## config.mk

```make
export PLATFORM = sky130hd
export DESIGN_NAME = uart_tx
export DESIGN_NICKNAME = d
export VERILOG_FILES = /design/src/rtl/uart_tx.sv
export SDC_FILE = /design/constraint.sdc
export NUM_CORES = 1
export LEC_CHECK = 0
export ABC_AREA = 1
export CORE_UTILIZATION = 60
export DETAILED_ROUTE_END_ITERATION = 8
export HOLD_SLACK_MARGIN = 0.1
export PLACE_DENSITY = 0.83
export SETUP_SLACK_MARGIN = 0.5
export SLEW_MARGIN = 10
export SYNTH_ARGS = -nofsm -noshare
export SYNTH_HDL_FRONTEND = slang
export SYNTH_SLANG_ARGS = --single-unit
```

## constraint.sdc

```tcl
create_clock -name clk -period 2.6 [get_ports clk]
set_input_delay 0.52 -clock clk [delete_from_list [all_inputs] [get_ports clk]]
set_output_delay 0.52 -clock clk [all_outputs]
set_load 0.03 [all_outputs]
```

## src/rtl/uart_tx.sv

```systemverilog
// -----------------------------------------------------------------------------
// uart_tx
//   UART serial transmitter fed by the one-cycle "send" pulse from the
//   push-button stage. An accepted send latches a data word, then shifts out a
//   start bit, the data bits LSB-first, an optional parity bit and one or two
//   stop bits on tx. The line idles high.
//
// Parameters
//   CLKS_PER_BIT  clk cycles per serial bit (>= 2)
//   DATA_BITS     data bits per frame (5..8)
//   PARITY        0 = none, 1 = even, 2 = odd
//   STOP_BITS     stop bits per frame (1 or 2)
//
// Ports
//   clk    in   system clock, everything on posedge
//   rst    in   synchronous active-high reset
//   send   in   transmit request, accepted only while idle
//   data   in   word to transmit, sampled on the accepting edge only
//   tx     out  serial line (registered), idle high
//   busy   out  high for the whole frame (registered)
//   done   out  one-cycle pulse as the final stop bit ends (registered)
// -----------------------------------------------------------------------------
module uart_tx #(
  parameter int CLKS_PER_BIT = 5208,
  parameter int DATA_BITS    = 8,
  parameter int PARITY       = 0,
  parameter int STOP_BITS    = 1
) (
  input  logic                 clk,
  input  logic                 rst,
  input  logic                 send,
  input  logic [DATA_BITS-1:0] data,
  output logic                 tx,
  output logic                 busy,
  output logic                 done
);

  localparam int BAUD_W = (CLKS_PER_BIT > 1) ? $clog2(CLKS_PER_BIT) : 1;
  localparam int BIT_W  = $clog2(DATA_BITS + 1);

  localparam logic [BAUD_W-1:0] BAUD_LAST = BAUD_W'(CLKS_PER_BIT - 1);
  localparam logic [BIT_W-1:0]  DATA_LAST = BIT_W'(DATA_BITS - 1);
  localparam logic [BIT_W-1:0]  STOP_LAST = BIT_W'(STOP_BITS - 1);

  typedef enum logic [2:0] {
    ST_IDLE,
    ST_START,
    ST_DATA,
    ST_PARITY,
    ST_STOP
  } state_t;

  state_t               state, state_next;
  logic [BAUD_W-1:0]    baud_cnt, baud_next;
  logic [BIT_W-1:0]     bit_cnt, bit_next;
  logic [DATA_BITS-1:0] shift_reg, shift_next;
  logic                 parity_reg, parity_next;
  logic                 tx_next, busy_next, done_next;
  logic                 baud_tick;

  // Last cycle of the current serial bit.
  assign baud_tick = (baud_cnt == BAUD_LAST);

  // State and output registers; reset aborts any frame without a done pulse.
  always_ff @(posedge clk) begin
    if (rst) begin
      state      <= ST_IDLE;
      baud_cnt   <= '0;
      bit_cnt    <= '0;
      shift_reg  <= '0;
      parity_reg <= 1'b0;
      tx         <= 1'b1;
      busy       <= 1'b0;
      done       <= 1'b0;
    end else begin
      state      <= state_next;
      baud_cnt   <= baud_next;
      bit_cnt    <= bit_next;
      shift_reg  <= shift_next;
      parity_reg <= parity_next;
      tx         <= tx_next;
      busy       <= busy_next;
      done       <= done_next;
    end
  end

  // Next-state logic. tx is computed one cycle ahead so the pin is a flop
  // output; when a bit ends, tx_next already carries the following bit.
  always_comb begin
    state_next  = state;
    baud_next   = baud_cnt;
    bit_next    = bit_cnt;
    shift_next  = shift_reg;
    parity_next = parity_reg;
    tx_next     = tx;
    busy_next   = busy;
    done_next   = 1'b0;

    if (state != ST_IDLE) begin
      baud_next = baud_tick ? '0 : baud_cnt + BAUD_W'(1);
    end

    case (state)
      ST_IDLE: begin
        if (send) begin
          state_next  = ST_START;
          baud_next   = '0;
          bit_next    = '0;
          shift_next  = data;
          // Parity is taken from the latched word, so later data changes
          // cannot affect it.
          parity_next = (PARITY == 2) ? ~^data : ^data;
          tx_next     = 1'b0;
          busy_next   = 1'b1;
        end
      end

      ST_START: begin
        if (baud_tick) begin
          state_next = ST_DATA;
          bit_next   = '0;
          tx_next    = shift_reg[0];
        end
      end

      ST_DATA: begin
        if (baud_tick) begin
          shift_next = shift_reg >> 1;
          if (bit_cnt == DATA_LAST) begin
            bit_next = '0;
            if (PARITY != 0) begin
              state_next = ST_PARITY;
              tx_next    = parity_reg;
            end else begin
              state_next = ST_STOP;
              tx_next    = 1'b1;
            end
          end else begin
            bit_next = bit_cnt + BIT_W'(1);
            // shift_reg[1] is the bit that becomes the LSB after this shift.
            tx_next  = shift_reg[1];
          end
        end
      end

      ST_PARITY: begin
        if (baud_tick) begin
          state_next = ST_STOP;
          bit_next   = '0;
          tx_next    = 1'b1;
        end
      end

      ST_STOP: begin
        if (baud_tick) begin
          if (bit_cnt == STOP_LAST) begin
            // send on this edge is deliberately ignored; the earliest new
            // accept is the next edge, leaving one idle-high cycle.
            state_next = ST_IDLE;
            bit_next   = '0;
            tx_next    = 1'b1;
            busy_next  = 1'b0;
            done_next  = 1'b1;
          end else begin
            bit_next = bit_cnt + BIT_W'(1);
          end
        end
      end

      default: begin
        state_next = ST_IDLE;
        baud_next  = '0;
        bit_next   = '0;
        tx_next    = 1'b1;
        busy_next  = 1'b0;
      end
    endcase
  end

endmodule
```

Word-level counts from Yosys, hierarchy flattened

Cells that the tools add are included.

Mux-type cells: 35
Add/subtract/negate cells: 2
Equality and inequality tests: 14
Bitwise operators: 3
Reductions and logical operators: 13

Operators by type and width:

| kind                                                 | number |
|---|---|
| 2-to-1 mux 13 bit                                    | 3 |
| case mux 13 bit (2 select lines)                     | 1 |
| 2-to-1 mux 4 bit                                     | 6 |
| 2-to-1 mux 3 bit                                     | 7 |
| 2-to-1 mux 8 bit                                     | 2 |
| case mux 4 bit (4 select lines)                      | 1 |
| case mux 8 bit (2 select lines)                      | 1 |
| case mux 3 bit (5 select lines)                      | 1 |
| != test 2 bit (second input constant)                | 7 |
| adder 13 x 1 -> 13 bit (second input constant)       | 1 |
| equality test 13 bit (second input constant)         | 1 |
| 2-to-1 mux 1 bit                                     | 11 |
| AND reduction 4 bit                                  | 2 |
| AND reduction 7 bit                                  | 1 |
| equality test 3 x 2 -> 1 bit (second input constant) | 2 |
| AND reduction 6 bit                                  | 1 |
| OR reduction 3 bit                                   | 2 |
| case mux 1 bit (5 select lines)                      | 1 |
| adder 4 x 1 -> 4 bit (second input constant)         | 1 |
| equality test 4 x 3 -> 1 bit (second input constant) | 1 |
| logical NOT 4 bit                                    | 1 |
| OR reduction 4 bit                                   | 1 |
| equality test 3 x 1 -> 1 bit (second input constant) | 1 |
| equality test 3 bit (second input constant)          | 1 |
| 8 further kinds                                      | 10 |

Output and inout port bits: 3
Bits in registers: 31
Word-level logic and storage cells: 74

Longest topological paths before layout

Depth in word-level cells: 5
Depth in mapped cells: 10
Mapped depth without buffers: 10

Worst setup path before layout

Ideal clock, no wire load.

Path kind: flip-flop to flip-flop
Start point: reg baud_cnt[1]
End point: reg tx
Path buffers: 0
Period minus slack after synthesis: 1442 ps
Stages on the path, launching flop included: 9
Slack: 1158 ps
Arrival time: 1317 ps
Setup time: 125 ps
Cell sequence: dfxtp_1 ha_1 nand2_1 nor2_2 nand3_1 nand2_4 nand2_4 o21ai_0 nand3_1

Word-level cells in the longest chain between the ends: 3

RTL lines:

| item                                   | line | text |
|---|---|---|
| start, declared                        | 54   | `logic [BAUD_W-1:0] baud_cnt, baud_next;` |
| start signal, assigned                 | 77   | `baud_cnt <= baud_next;` |
| equality test 13 bit *                 | 62   | `assign baud_tick = (baud_cnt == BAUD_LAST);` |
| != test 2 bit (no source line)         | -    |  |
| AND reduction 6 bit (no source line) * | -    |  |
| end signal, assigned                   | 81   | `tx <= tx_next;` |
| end, declared                          | 33   | `output logic tx,` |

Every way passes the cells marked *; elsewhere a longest branch is shown, timed or not.
A chain may end at the register's enable or synchronous reset.

Final worst setup path

Start point: reg busy
End point: out busy

RTL lines:

| item                   | line | text |
|---|---|---|
| start, declared        | 34   | `output logic busy,` |
| start signal, assigned | 82   | `busy <= busy_next;` |

No word-level cell between the ends.

==> results.cfg <==
[status]
status = completed

[yosys]
yosysWarnings = 0
yosysTopAreaCell = dfxtp_1
synth_area_per_cell_um2 = 6.90
syn_area_um2 = 1630
ys_seq_elements = 31
synth.top_cell.area_share_pct = 38.1
synthCells = 236
synth_cell_types = 22
synthTopCellsByArea = dfxtp_1, nand2_1, nor2_1, nand3_1, a21oi_1
ys_seq_area_share_pct = 38.1
syn-num-nets = 250

[critical_path]
worst_setup_path_start_kind = flip-flop
path_delay_family = buffers and inverters
endpoint_kind = output pin
critPathMaxStageDelay_ns = 0.68
cp_slowest_cell = clkdlybuf4s50_1
cp_max_fo = 2
crit_type = reg -> out
crit_buf_inv = 1
crit_chain = clkdlybuf4s50_1
worstPathArrival_ns = 1.35
crit_required_ns = 2.08

[power]
intPower_uw = 869
p_sw_uw = 653
seqPwrFrac_pct = 40.3
netSwitchingFraction_pct = 42.9
power_density_nw_per_um2 = 830
power_frac_comb_pct = 43.1
p_leak_uw = 0.000770
ir_drop_v = 0.000637
pwr-share-clk_pct = 16.7

[clock_tree]
clkTransAtPathRegs_ns = 0.09
post_cts_resized = 0
holdBufCountCts = 0
cts_tree = done
clock_path_buffers = 2
root_buffer = clkbuf_4
postCtsSetupRepairBufs = 0
insertion_delay_ns = 0.33
cts_made_buffers = 5
cts.htree.levels = 2
cts_sinks = 31

[place]
place_ws_ns = 0.620
hpwlAfterDp_mm = 2.47
portBuffers = 13
place_congestion = 0.800
dp_cells = 278

[final_layout]
antenna_cells = 0
nets = 269
area_growth_pct = 12.6
drive_above_1_share_pct = 12.6
largest_reg_flops = 13
n_fill_cell = 222
seq_area_um2 = 621
multi_input_comb_area_um2 = 908
final_util_pct = 72.7
stdcell_count = 284

[route]
route.met2.wl_mm = 1.52
wl_per_cell_um = 11.8
routed.top_layer = met4
routed_wl_mm = 3.35
vias = 1502
drc = 0
ant_nets = 0
viasPerCell = 5.29
firstDrtPassIters = 5
drt_iter0_markers = 30
wl_met3_um = 113
met1Wirelength_mm = 1.63

[grt]
grt_pass1_wl_mm = 5.22
overflow = 0
grt_use_total_pct = 26.1
grt_max_degree = 14
antenna_found_initial = 0
grt_pass1_vias = 1250

[floorplan]
dieArea_um2 = 2930
start_util_pct = 64.5
coreArea_um2 = 2520
die_h_um = 54.1
design.portCount = 14
num_rows = 18
die_w_um = 54.1

[timing]
finalHoldViolations = 0
maxSlewViolCount = 0
rsz0062_at_grt = false
period_needed_ns = 1.87
worst_slew_pin_slew_ns = 0.498
setup_viol = 0
max_freq_mhz = 535
final.setup.worst_slack_ns = 0.731
finClkSkew_ns = 0.00271
tns_ns = 0
max_slew_margin_pct = 66.7
fin_crit_sh_pct = 71.9

[flow_run]
maxCapViolations = 0

[min_path]
hp-class = reg -> reg
[routing by layer]
| metal | GRT usage [%] | vias up |
|---|---|---|
| met1 | 31.6 | 672 |
| met3 | 9.32 | 8 |
| met4 | 14.5 | 0 |
| li1 | - | 796 |
| met5 | 0 | - |
| met2 | 39.7 | 26 |
[power by group through the flow]
stage                     Clock (uW)  Sequential [uW]  Combinational, uW
after floorplan                    0              636                489
after global placement             0              621                647
after detailed placement           0              623                654
after CTS                        258              613                657
after global routing             274              623                726
final                            253              613                656
[worst paths after layout]
kind                        to          from  cells past startpoint  slack, ns
setup / recovery          busy          busy                      1       0.73
hold / removal    shift_reg[7]  shift_reg[7]                      2       0.49
setup reg to reg            tx   baud_cnt[1]                      8       0.98
hold reg to reg   shift_reg[7]  shift_reg[7]                      2       0.49
[Yosys cell counts]
cell / count
nand3_2: 1
nand2_4: 6
clkinv_4: 1
clkbuf_1: 1
nand4_4: 1
nor2_2: 7
inv_1: 17
ha_1: 3
nor2_1: 38
nor3b_2: 2
nor3_1: 4
o21ai_0: 9
inv_2: 6
nand2_1: 60
a21oi_1: 18
nand3_1: 24
xor2_1: 3
nand2_2: 1
dfxtp_1: 31
nand4_1: 1
nor3_2: 1
nor2_4: 1
[layout make-up]
class / count / area share [%]
clock buffer: 6 / 2.25
inverter: 24 / 5.19
multi-input combinational: 180 / 49.6
sequential: 31 / 33.9
tap: 30 / 2.05
timing repair buffer: 13 / 7.10
[through the flow]
stage          power [uW]  hold slack [ns]  cell area [um^2]
2_1_floorplan        1130            0.454              1630
3_3_place_gp         1270            0.468              1790
3_5_place_dp         1280            0.466              1790
4_1_cts              1530            0.484              1830
5_1_grt              1620            0.515              1830
6_report             1520            0.485              1830
[cell usage in the layout (no fill, tap or decap), drive strengths merged, types with 5 or more instances in the layout]
| master | instances |
|---|---|
| dfxtp | 31 |
| clkdlybuf4s50 | 13 |
| nand2 | 67 |
| nor2 | 46 |
| nor3 | 5 |
| o21ai | 9 |
| nand3 | 25 |
| clkbuf | 6 |
| inv | 23 |
| a21oi | 18 |
[kinds of logic after synthesis]
group | after synthesis | synth area share, %
adder cells (fa/ha/maj) | 3 | 2.31
AO/OA/AOI/OAI | 27 | 8.30
buffers and inverters | 25 | 6.07
XOR/XNOR | 3 | 1.61
AND/OR/NAND/NOR | 147 | 43.6
flip-flops | 31 | 38.1
(Power assumes the default switching activity.)
